`src/rtl/change_dispenser.sv`:
```
// ---------------------------------------------------------------------------
// change_dispenser
//
// Pays out the change owed by the vending controller one coin at a time.
// Coins are chosen greedily: quarter, then dime, then nickel. Each coin uses a
// request/acknowledge handshake with its hopper driver.
//
// A one-cycle `start` strobe loads `amount` while the block is idle or
// faulted. The block then alternates between PICK and EJECT:
//   - PICK is a single decision cycle.
//   - EJECT holds one hopper request high until that hopper answers `ack`.
// The block returns to IDLE with a one-cycle `done` pulse when nothing is
// owed. It parks in FAULT when:
//   - the residue cannot be paid with an available coin, or
//   - a hopper does not answer within EJECT_TIMEOUT cycles.
//
// Optional feature (compile-time macro CHANGE_INVENTORY_EN):
//   defined   - Each hopper has an 8-bit coin count. The count loads INV_INIT
//               at reset and on `refill`, and drops by one per acknowledged
//               coin. PICK skips hoppers whose count is zero.
//   undefined - Every hopper is treated as bottomless. `refill` and INV_INIT
//               have no effect.
//
// Parameters
//   EJECT_TIMEOUT  cycles to wait for `ack` before faulting (>= 2)
//   INV_INIT       coins per hopper after reset / refill (inventory build)
//
// Ports
//   clk        in   system clock
//   reset      in   asynchronous, active-high reset
//   start      in   load strobe, honoured only in IDLE or FAULT
//   amount     in   [7:0] change in cents, captured with start
//   ack        in   hopper ejected one coin (single-cycle pulse)
//   refill     in   reload all inventories to INV_INIT
//   eject_q    out  quarter hopper request level
//   eject_d    out  dime hopper request level
//   eject_n    out  nickel hopper request level
//   busy       out  high while in PICK or EJECT
//   done       out  one-cycle pulse when the payout completes
//   fault      out  high while in FAULT
//   remaining  out  [7:0] cents still owed
// ---------------------------------------------------------------------------
module change_dispenser #(
    parameter int unsigned EJECT_TIMEOUT = 1_000_000,
    parameter logic [7:0]  INV_INIT      = 8'd20
) (
    input  logic       clk,
    input  logic       reset,
    input  logic       start,
    input  logic [7:0] amount,
    input  logic       ack,
    input  logic       refill,
    output logic       eject_q,
    output logic       eject_d,
    output logic       eject_n,
    output logic       busy,
    output logic       done,
    output logic       fault,
    output logic [7:0] remaining
);

    // The timeout counter counts the cycles already spent in EJECT. It runs
    // from 0 to EJECT_TIMEOUT-1, so a request stays up for exactly
    // EJECT_TIMEOUT cycles before the block gives up.
    localparam int unsigned    TW       = $clog2(EJECT_TIMEOUT);
    localparam logic [TW-1:0]  TMO_LAST = TW'(EJECT_TIMEOUT - 1);

    typedef enum logic [1:0] {
        IDLE,
        PICK,
        EJECT,
        FAULT
    } state_t;

    typedef enum logic [1:0] {
        COIN_NONE,
        COIN_Q,
        COIN_D,
        COIN_N
    } coin_t;

    state_t        state;
    state_t        next_state;
    coin_t         coin_sel;
    coin_t         coin_sel_next;
    coin_t         pick_coin;
    logic [7:0]    coin_value;
    logic [7:0]    remaining_r;
    logic [7:0]    remaining_next;
    logic          done_r;
    logic          done_next;
    logic [TW-1:0] tmo_cnt;
    logic [TW-1:0] tmo_next;
    logic          tmo_expired;
    logic          avail_q;
    logic          avail_d;
    logic          avail_n;

    assign tmo_expired = (tmo_cnt == TMO_LAST);

`ifdef CHANGE_INVENTORY_EN
    logic [7:0] inv_q;
    logic [7:0] inv_d;
    logic [7:0] inv_n;

    // Per-hopper inventories.
    // Refill takes priority over a decrement landing in the same cycle, so a
    // freshly refilled hopper always reads exactly INV_INIT.
    // PICK never selects an empty hopper, so a decrement cannot wrap.
    always_ff @(posedge clk or posedge reset) begin
        if (reset) begin
            inv_q <= INV_INIT;
            inv_d <= INV_INIT;
            inv_n <= INV_INIT;
        end else if (refill) begin
            inv_q <= INV_INIT;
            inv_d <= INV_INIT;
            inv_n <= INV_INIT;
        end else if (state == EJECT && ack) begin
            case (coin_sel)
                COIN_Q:  inv_q <= inv_q - 8'd1;
                COIN_D:  inv_d <= inv_d - 8'd1;
                COIN_N:  inv_n <= inv_n - 8'd1;
                default: ;
            endcase
        end
    end

    assign avail_q = (inv_q != 8'd0);
    assign avail_d = (inv_d != 8'd0);
    assign avail_n = (inv_n != 8'd0);
`else
    // Without inventory tracking every hopper is bottomless. The refill input
    // and INV_INIT are kept on the interface so both builds share one pinout.
    logic [8:0] unused_cfg;
    assign unused_cfg = {refill, INV_INIT};

    assign avail_q = 1'b1;
    assign avail_d = 1'b1;
    assign avail_n = 1'b1;
`endif

    // Greedy coin choice for the current residue.
    // It is only acted on in PICK, but it is evaluated every cycle so that
    // the PICK decision is a plain function of the registered remaining
    // amount.
    always_comb begin
        pick_coin = COIN_NONE;
        if (remaining_r >= 8'd25 && avail_q) begin
            pick_coin = COIN_Q;
        end else if (remaining_r >= 8'd10 && avail_d) begin
            pick_coin = COIN_D;
        end else if (remaining_r >= 8'd5 && avail_n) begin
            pick_coin = COIN_N;
        end
    end

    // Face value, in cents, of the coin currently being ejected.
    always_comb begin
        case (coin_sel)
            COIN_Q:  coin_value = 8'd25;
            COIN_D:  coin_value = 8'd10;
            COIN_N:  coin_value = 8'd5;
            default: coin_value = 8'd0;
        endcase
    end

    // State register.
    always_ff @(posedge clk or posedge reset) begin
        if (reset) begin
            state <= IDLE;
        end else begin
            state <= next_state;
        end
    end

    // Next-state logic.
    // In EJECT an ack is checked before the timeout, so a coin that arrives
    // on the last permitted cycle still counts.
    always_comb begin
        next_state = state;
        case (state)
            IDLE, FAULT: begin
                if (start) begin
                    next_state = PICK;
                end
            end
            PICK: begin
                if (remaining_r == 8'd0) begin
                    next_state = IDLE;
                end else if (pick_coin != COIN_NONE) begin
                    next_state = EJECT;
                end else begin
                    next_state = FAULT;
                end
            end
            EJECT: begin
                if (ack) begin
                    next_state = PICK;
                end else if (tmo_expired) begin
                    next_state = FAULT;
                end
            end
            default: next_state = IDLE;
        endcase
    end

    // Next values for the datapath registers: owed amount, selected coin,
    // done pulse and timeout counter.
    // Leaving EJECT by ack or by timeout clears the coin selection, so the
    // request drops on the same edge.
    always_comb begin
        remaining_next = remaining_r;
        coin_sel_next  = coin_sel;
        done_next      = 1'b0;
        tmo_next       = tmo_cnt;
        case (state)
            IDLE, FAULT: begin
                if (start) begin
                    remaining_next = amount;
                end
            end
            PICK: begin
                coin_sel_next = pick_coin;
                tmo_next      = '0;
                done_next     = (remaining_r == 8'd0);
            end
            EJECT: begin
                if (ack) begin
                    remaining_next = remaining_r - coin_value;
                    coin_sel_next  = COIN_NONE;
                    tmo_next       = '0;
                end else if (tmo_expired) begin
                    coin_sel_next  = COIN_NONE;
                end else begin
                    tmo_next       = tmo_cnt + TW'(1);
                end
            end
            default: ;
        endcase
    end

    // Datapath registers. Everything clears to zero on reset, so any request
    // in flight drops as soon as reset rises.
    always_ff @(posedge clk or posedge reset) begin
        if (reset) begin
            remaining_r <= 8'd0;
            coin_sel    <= COIN_NONE;
            done_r      <= 1'b0;
            tmo_cnt     <= '0;
        end else begin
            remaining_r <= remaining_next;
            coin_sel    <= coin_sel_next;
            done_r      <= done_next;
            tmo_cnt     <= tmo_next;
        end
    end

    // Output decode.
    // Every output comes straight from registered state, so the hopper
    // requests are glitch-free. At most one request can be high because
    // coin_sel holds a single value.
    always_comb begin
        eject_q   = (state == EJECT) && (coin_sel == COIN_Q);
        eject_d   = (state == EJECT) && (coin_sel == COIN_D);
        eject_n   = (state == EJECT) && (coin_sel == COIN_N);
        busy      = (state == PICK) || (state == EJECT);
        fault     = (state == FAULT);
        done      = done_r;
        remaining = remaining_r;
    end

    // The hopper drivers rely on never seeing two requests at once.
    a_one_request: assert property (
        @(posedge clk) disable iff (reset) $onehot0({eject_q, eject_d, eject_n})
    );

endmodule

```
`config.mk`:
```
export PLATFORM = sky130hd
export DESIGN_NAME = change_dispenser
export DESIGN_NICKNAME = d
export VERILOG_FILES = /design/src/rtl/change_dispenser.sv
export SDC_FILE = /design/constraint.sdc
export NUM_CORES = 1
export LEC_CHECK = 0
export ABC_AREA = 1
export CELL_PAD_IN_SITES_DETAIL_PLACEMENT = 1
export CELL_PAD_IN_SITES_GLOBAL_PLACEMENT = 1
export CORE_MARGIN = 5
export CORE_UTILIZATION = 44
export DETAILED_ROUTE_END_ITERATION = 10
export PLACE_DENSITY_LB_ADDON = 0.1
export SLEW_MARGIN = 10
export SYNTH_ARGS = -nofsm -noshare
export SYNTH_HDL_FRONTEND = slang
export SYNTH_SLANG_ARGS = --single-unit
```
`constraint.sdc`:
```
create_clock -name clk -period 3.4 [get_ports clk]
set_clock_uncertainty 0.15 [all_clocks]
set_input_delay 0.68 -clock clk [delete_from_list [all_inputs] [get_ports clk]]
set_output_delay 0.68 -clock clk [all_outputs]
set_load 0.02 [all_outputs]
```
## Yosys cells after proc, flatten, opt, wreduce, memory -nomap -nowiden

Cells that the tools add are included.

- Register bits: 33
- Word-level logic and storage cells: 55
- Output and inout bits: 14
- Input port bits: 13

- $add $sub $neg: 2
- Magnitude comparators: 3
- Reduce and logical (&&, ||, !) cells: 14
- Equality and inequality tests: 11
- Muxes and demuxes: 20

Operator list:

| operator | number |
|---|---|
| $mux W20 | 2 |
| $pmux W20 S2 | 1 |
| $add A20 B1 Y20 const B | 1 |
| $eq A20 B20 Y1 const B | 1 |
| $mux W2 | 9 |
| $mux W8 | 2 |
| $pmux W8 S2 | 1 |
| $pmux W5 S3 | 1 |
| $eq A2 B2 Y1 const B | 4 |
| $ge A8 B3 Y1 const B | 1 |
| $ge A8 B4 Y1 const B | 1 |
| $ge A8 B5 Y1 const B | 1 |
| $logic_not A8 Y1 | 1 |
| $sub A8 B8 Y8 | 1 |
| $ne A3 B3 Y1 const B | 2 |
| $pmux W2 S3 | 1 |
| $reduce_and A2 Y1 | 3 |
| $reduce_bool A2 Y1 | 3 |
| $eq A2 B1 Y1 const B | 2 |
| $ne A2 B2 Y1 const B | 2 |
| $pmux W2 S2 | 1 |
| $logic_and A1 B1 Y1 | 3 |
| $reduce_and A3 Y1 | 1 |
| $logic_not A2 Y1 | 1 |
| other kinds (3) | 4 |

## Logic depth before layout (Yosys ltp)

Gate-level depths: netlist of the first run.

- Word-level depth: 8
- Depth in mapped cells: 16
- Mapped depth without buffers: 16

## Worst setup path after synthesis of the first run

Ideal clock, no wire load.

- Path type: register to register
- Start point: reg coin_sel[1]
- End point: reg remaining_r[4] (netlist: remaining[4])
- Path slack: 1.226 ns
- Period minus slack after synthesis: 2.174 ns
- Required time: 3.121 ns
- Setup time: 0.129 ns
- Data arrival time: 1.895 ns
- Stages on the path, launching flop included: 14
- Path buffers: 0
- Path through: dfrtp_1 inv_1 ha_1 or2_2 ha_1 inv_1 fa_1 nand2_1 nand2_1 nand2_1 nand2_1 or2_2 a21oi_1 o22ai_1

- Cells in the longest elaborated chain, start to end: 5
- Elaborated cells between the ends (all ways): 7
- Classes of those cells: add/sub (1); eq/ne (3); mux (3)

Ends and longest elaborated chain:

| what | RTL line | RTL |
|---|---|---|
| from (decl) | 84 | `coin_t coin_sel;` |
| from (signal assigned) | 253 | `coin_sel <= coin_sel_next;` |
| $eq A2 B2 Y1 / $eq A2 B1 Y1 (equally long branches) | 160 | `case (coin_sel)` |
| $pmux W5 S3 * | 160 |  |
| $sub A8 B8 Y8 * | 230 | `remaining_next = remaining_r - coin_value;` |
| $mux W8 * | 229 | `if (ack) begin` |
| $pmux W8 S2 * | 217 | `case (state)` |
| to (signal assigned) | 252 | `remaining_r <= remaining_next;` |
| to (decl) | 88 | `logic [7:0] remaining_r;` |

Every way passes the cells marked *; elsewhere a longest branch is shown, timed or not. The select of a mux whose other input is x is not followed.
A chain may end at the register's enable or synchronous reset.

## Worst setup path after layout of the first run

- Start point: reg state[0]
- End point: out eject_d

- Cells in the longest elaborated chain, start to end: 2

Ends and longest elaborated chain:

| what | RTL line | RTL |
|---|---|---|
| from (decl) | 82 | `state_t state;` |
| from (signal assigned) | 173 | `state <= next_state;` |
| $eq A2 B2 Y1 | 265 | `eject_d = (state == EJECT) && (coin_sel == COIN_D);` |
| $logic_and A1 B1 Y1 | 265 |  |
| to (decl) | 54 | `output logic eject_d,` |

Every way passes these cells.

==> run_results.csv, run 1 <==
group,metric,value,unit
outcome,outcome,"finished, final reports clean",
grt,grt_pass1_vias,2468,
critical_path,cp_max_fo,8,
critical_path,required,2.57,ns
layout,fillers,751,
critical_path,cp.arrival,1.89,ns
sta,rsz0062_at_grt,"no",
yosys,yosysSeqAreaShare,33.7,%
cts,cts_tree,"yes",
cts,clock_sinks,33,
routing,drc,0,
sta,max_freq,0.368,GHz
sta,worst_slew_pin_slew,0.518,ns
layout,final_cell_mix,"nand2_1, nor2_1, inv_1, dfrtp_1, clkdlybuf4s50_1",
flow_run,cap_violations,0,
routing,dr_total_vias,2384,
cts,clock_latency,0.30,ns
die,io_pins,27,
critical_path,critPathCaptureType,"output pin",
sta,period_share,80.0,%
yosys,synth_compound_area_share,11.0,%
critical_path,critPathBufInv,3,
yosys,syn_avg_cell_area,6.83,um^2
power,worst_ir_drop_vdd,460,uV
cts,ctsResizeCount,0,
layout,fin_nets,414,
critical_path,crit_type,"reg2out",
routing,first_iter_violations,122,
yosys,synthesis.nets,386,
yosys,synth_fa_ha_area_share,7.45,%
yosys,synth_top_family_by_area,"simple AND/OR/NAND/NOR gates",
layout,final_common_cell,"nand2_1",
grt,grt_pass1_wl,12.0,mm
yosys,synth_area_leaders,"dfrtp_1, nand2_1, nor2_1",
power,pwr_density_cell,731,nW/um^2
critical_path,crit_slowest_cell,"clkdlybuf4s50_1",
yosys,synth_xor_area_share,2.14,%
routing,antenna_left,0,
grt,gr-total-overflow,0,
yosys,synthMuxAreaShare,0,%
layout,area_growth,18.4,%
die,row_count,27,
cts,cts_buffer_depth,2,
placement,dpl.hpwl,5.05,mm
sta,maxSlewHeadroom,65.1,%
cts,cts_root_buffer,"clkbuf_8",
yosys,ys_types,33,
power,p_leak,1.29,nW
die,start_util,44.8,%
routing,first_pass_iters,4,
sta,setup_violations,0,
yosys,syn_area,2450,um^2
grt,antenna_found_initial,0,
sta,fin_setup_tns,0,ns
die,dieArea,7170,um^2
critical_path,slowest_delay,0.59,ns
die,fp.coreArea,5470,um^2
yosys,yosys_warnings,0,
routing,vias_per_cell,5.18,
critical_path,crit_path_start_kind,"register",
cts,clk_pin_slew,0.08,ns
layout,layout-drive-gt1-share,8.76,%
yosys,synthCells,359,
yosys,synth-seq-cells,33,
grt,grt_max_degree,34,
layout,antenna_cells,0,
cts,cts_htree_levels,2,
worst_hold_path,hold_path_class,"reg2reg",
critical_path,worstPathCellList,"inv_1, ha_1, nand2_1, inv_1, clkdlybuf4s50_1",
die,fp.dieH,84.7,um
critical_path,cp_common_cell,"inv_1",
placement,portBuffers,25,
layout,final_cell_count_no_fill,460,
yosys,synth_top_area_share,33.7,%
sta,slew_viol_final,0,
cts,post_cts_buffers,0,
grt,grt_usage,20.5,%
yosys,synth_area_leader_cell,"dfrtp_1",
placement,dpl.cell_count,452,
yosys,yosys.area_share.simple,37.0,%
die,die_w,84.7,um
cts,cts_hold_buf,0,
routing,wl_per_cell,14.7,um
placement,routabilityCongestion,0.840,
sta,report.final.hold_viol_count,0,
critical_path,cp_top_family,"buffers and inverters",
routing,routed_wl,6.76,mm
cts,numCtsBuffers,5,
sta,fin_crit,2.72,ns
-- layout make-up --
type	instances	area, um^2	area share, %
clock buffers	5	68.8	2.37
clock inverters	3	65.1	2.24
inverters	43	161	5.56
multi-input cells	275	1410	48.6
flip-flops and latches	33	826	28.4
well taps	72	90.1	3.10
repair buffers	29	280	9.66
-- tightest hold or removal path, cell delays in order (launching register included) --
cell	delay, ns
dfrtp_1	0.39
nand2_1	0.08
o21ai_2	0.05
-- flip-flops by register name, indices dropped and copies added, names as in the netlist --
register	flops
tmo_cnt	20
remaining	8
state	2
coin_sel	2
done	1
-- synth_stat cells --
cell	count
nand2_1	114
nor2_1	46
inv_1	39
dfrtp_1	33
nand3_1	22
o21ai_0	17
ha_1	13
nand4_1	10
a21oi_1	7
o21ai_2	6
nor3_1	5
or2_2	5
inv_2	4
xor2_1	4
a21boi_0	3
buf_6	3
o21ai_1	3
buf_1	2
clkbuf_1	2
nand3_2	2
nor2_2	2
nor3_2	2
o211ai_1	2
o21bai_1	2
o31ai_1	2
xnor2_1	2
a22oi_1	1
and2_1	1
buf_2	1
fa_1	1
nand2_4	1
nor3b_1	1
o22ai_1	1
-- metrics by stage --
step	instance area, um^2	setup WS (ns)	hold slack (ns)	total power [mW]	utilization (%)
2_1_floorplan	2450	1.23	0.342	1.34	-
3_3_place_gp	2770	0.896	0.370	1.64	50.6
3_5_place_dp	2770	0.870	0.375	1.68	50.6
4_1_cts	2900	0.661	0.395	2.15	53.0
5_1_grt	2900	0.548	0.422	2.32	53.0
6_report	2900	0.681	0.392	2.12	53.0
-- per-layer routing --
layer  vias to the layer above  share of wire (%)  GRT usage (%)
li1                       1206                  -              -
met1                      1142                 52           29.2
met2                        29                 44           32.5
met3                         7                3.4           3.83
met4                         0               0.90           4.03
met5                         -                  0              0
-- report_power, final --
group | total, mW | internal (mW) | switching [mW]
Sequential | 0.561 | 0.470 | 0.0908
Combinational | 1.10 | 0.403 | 0.698
Clock | 0.461 | 0.292 | 0.169
Total | 2.12 | 1.16 | 0.958
-- cell families (layout without fill, tap and decap cells) --
family / count (synthesis) / after routing
AND/OR/NAND/NOR: 211 / 211
adder cells (fa/ha/maj): 14 / 14
buffers and inverters: 51 / 80
flip-flops: 33 / 33
AO/OA/AOI/OAI: 44 / 44
XOR/XNOR: 6 / 6
-- path summary, 6_finish.rpt --
| kind | from | to | slack [ns] | cells after the start |
|---|---|---|---|---|
| setup / recovery | state[0] | eject_d | 0.68 | 5 |
| hold / removal | tmo_cnt[1] | tmo_cnt[1] | 0.39 | 2 |
| setup reg to reg | state[0] | remaining[5] | 0.98 | 11 |
| hold reg to reg | tmo_cnt[1] | tmo_cnt[1] | 0.39 | 2 |
| max in group asynchronous | reset | remaining[1] | 2.11 | 3 |
| min in group asynchronous | reset | tmo_cnt[15] | 0.65 | 3 |
(Power assumes the default switching activity.)
==> run 2, diff against run 1 <==
--- a/config.mk
+++ b/config.mk
@@ -9,7 +9,7 @@
 export CELL_PAD_IN_SITES_DETAIL_PLACEMENT = 1
 export CELL_PAD_IN_SITES_GLOBAL_PLACEMENT = 1
 export CORE_MARGIN = 5
-export CORE_UTILIZATION = 44
+export CORE_UTILIZATION = 37
 export DETAILED_ROUTE_END_ITERATION = 10
 export PLACE_DENSITY_LB_ADDON = 0.1
 export SLEW_MARGIN = 10
==> constraint.sdc (replaced) <==
create_clock -name clk -period 2.3 [get_ports clk]
set_clock_uncertainty 0.15 [all_clocks]
set_input_delay 0.46 -clock clk [delete_from_list [all_inputs] [get_ports clk]]
set_output_delay 0.46 -clock clk [all_outputs]
set_load 0.02 [all_outputs]
==> run_results.csv, run 2 (synthesis results as in run 1) <==
group,metric,value,unit
cts,cts_root_buffer,"clkbuf_8",
grt,grt_usage,18.0,%
die,io_pins,27,
grt,grt_max_degree,34,
layout,fin_nets,426,
critical_path,r2r_setup_slack,0.04,ns
routing,antenna_left,0,
sta,setup_violations,0,
grt,gr-total-overflow,0,
placement,dpl_worst_slack,-0.0612,ns
layout,layout-drive-gt1-share,15.0,%
worst_hold_path,hold_path_class,"reg2reg",
layout,antenna_cells,0,
critical_path,reg2reg_to,"remaining[4]",
cts,clock_latency,0.30,ns
sta,whs,0.403,ns
critical_path,crit_type,"reg2reg",
sta,maxSlewHeadroom,66.3,%
grt,grt_pass1_wl,12.3,mm
die,die_w,91.4,um
routing,first_pass_iters,4,
flow_run,cap_violations,0,
power,p_total,3.45,mW
placement,dpl.cell_count,464,
die,row_count,29,
die,dieArea,8360,um^2
worst_hold_path,min_from,"remaining[7]",
critical_path,cp_top_family,"adder cells",
grt,antenna_found_initial,0,
layout,final_cell_count_no_fill,477,
critical_path,cp.arrival,2.29,ns
power,p_leak,1.36,nW
worst_hold_path,hold_end,"remaining[7]",
critical_path,slowest_delay,0.45,ns
power,worst_ir_drop_vdd,609,uV
critical_path,rr_worst_depth,13,
critical_path,cp_max_fo,4,
cts,cts_hold_buf,0,
critical_path,required,2.33,ns
cts,clk_pin_slew,0.08,ns
critical_path,r2r-start,"coin_sel[1]",
power,pwr_density_cell,1120,nW/um^2
cts,clock_sinks,33,
sta,fin_crit,2.26,ns
sta,max_freq,0.443,GHz
placement,routabilityCongestion,0.852,
die,fp.dieH,91.4,um
routing,vias_per_cell,5.18,
routing,first_iter_violations,77,
outcome,outcome,"finished, final reports clean",
sta,slew_viol_final,0,
sta,worst_slew_pin_slew,0.502,ns
cts,numCtsBuffers,5,
routing,routed_wl,7.32,mm
sta,report.final.hold_viol_count,0,
layout,largest_reg_flops,20,
die,fp.coreArea,6390,um^2
placement,portBuffers,25,
layout,utilization,48.2,%
critical_path,crit_slowest_cell,"dfrtp_2",
die,start_util,38.4,%
cts,cts_buffer_depth,2,
worst_hold_path,hold_depth,2,
layout,final_cell_mix,"nand2_1, nor2_1, inv_1, dfrtp_1",
critical_path,crit_path_start_kind,"register",
layout,area_growth,25.5,%
critical_path,worstPathCellList,"inv_2, ha_4, or2_4, ha_4, inv_2, fa_2, nand2_1, nand2_1, nand2_2, nand2_2, or2_4, a21oi_2, o22ai_1",
layout,final_common_cell,"nand2_1",
routing,drc,0,
placement,dpl.hpwl,5.45,mm
cts,cts_tree,"yes",
sta,setup_ws,0.0411,ns
critical_path,critPathCaptureType,"register",
routing,dr_total_vias,2470,
layout,top_register,"tmo_cnt",
grt,grt_pass1_vias,2542,
cts,cts_htree_levels,2,
sta,period_share,98.2,%
critical_path,critPathBufInv,2,
sta,rsz0062_at_grt,"yes",
routing,wl_per_cell,15.4,um
critical_path,cp.depth,13,
-- run 2: changes by cell type in the layout (fill, tap and decap cells not counted), sizes merged --
cell / delta
clkdlybuf4s50: -4
clkbuf: +2
clkinv: -1
bufinv: -1
dlygate4sd2: +4
buf: +12
-- run 2: where the power goes --
| part | total (mW) | internal, mW | switching [mW] |
|---|---|---|---|
| registers | 0.834 | 0.698 | 0.136 |
| clock network | 0.589 | 0.354 | 0.236 |
| logic | 2.02 | 0.837 | 1.19 |
-- run 2: worst max-delay path by stage --
stage,from,endpoint,slack [ns]
after floorplan,coin_sel[1],remaining[4],0.13
after global placement,coin_sel[1],remaining[4],0.005
after detailed placement,coin_sel[0],remaining[5],-0.06
after CTS,coin_sel[1],remaining[6],0.03
after global routing,coin_sel[1],remaining[4],-0.08
final,coin_sel[1],remaining[4],0.04
-- run 2: timing repair --
action | in CTS | in global routing
buffers inserted | 2 | 3
resized for setup | 13 | 14
endpoints found under the setup margin | 8 | 5
hold endpoints to repair | 0 | 0
pin swaps | 0 | 4
-- run 2: per-layer routing --
layer / wire, um / share of wire, % / up-vias / global-route usage [%]
met1: 3090 / 42 / 1194 / 20.5
met4: 121 / 1.7 / 0 / 5.87
met2: 3910 / 53 / 35 / 33.5
li1: - / - / 1229 / -
met3: 206 / 2.8 / 12 / 3.22
met5: 0 / 0 / - / 0
-- run 2: worst reg2reg max path, delay by kind of cell, from the launching register on --
kind / cells / cell delay [ns]
compound gates: 2 / 0.21
fa+ha+maj: 3 / 0.61
buf+inv: 2 / 0.14
flops: 1 / 0.45
simple gates: 6 / 0.59
-- run 2: area by class of cell --
| cell class | instances | area (um^2) |
|---|---|---|
| fill | 849 | 3310 |
| multi-input combinational | 275 | 1480 |
| sequential | 33 | 828 |
| timing repair buffer | 41 | 390 |
| inverter | 43 | 161 |
| tap | 77 | 96.3 |
| clock buffer | 7 | 86.3 |
| clock inverter | 1 | 30.0 |
-- run 2: through the flow --
stage,TNS [ns],instance area (um^2)
final,0,3080
after global routing,-0.120,3080
after CTS,0,3000
after detailed placement,-0.169,2850
after global placement,0,2850
after floorplan,0,2450
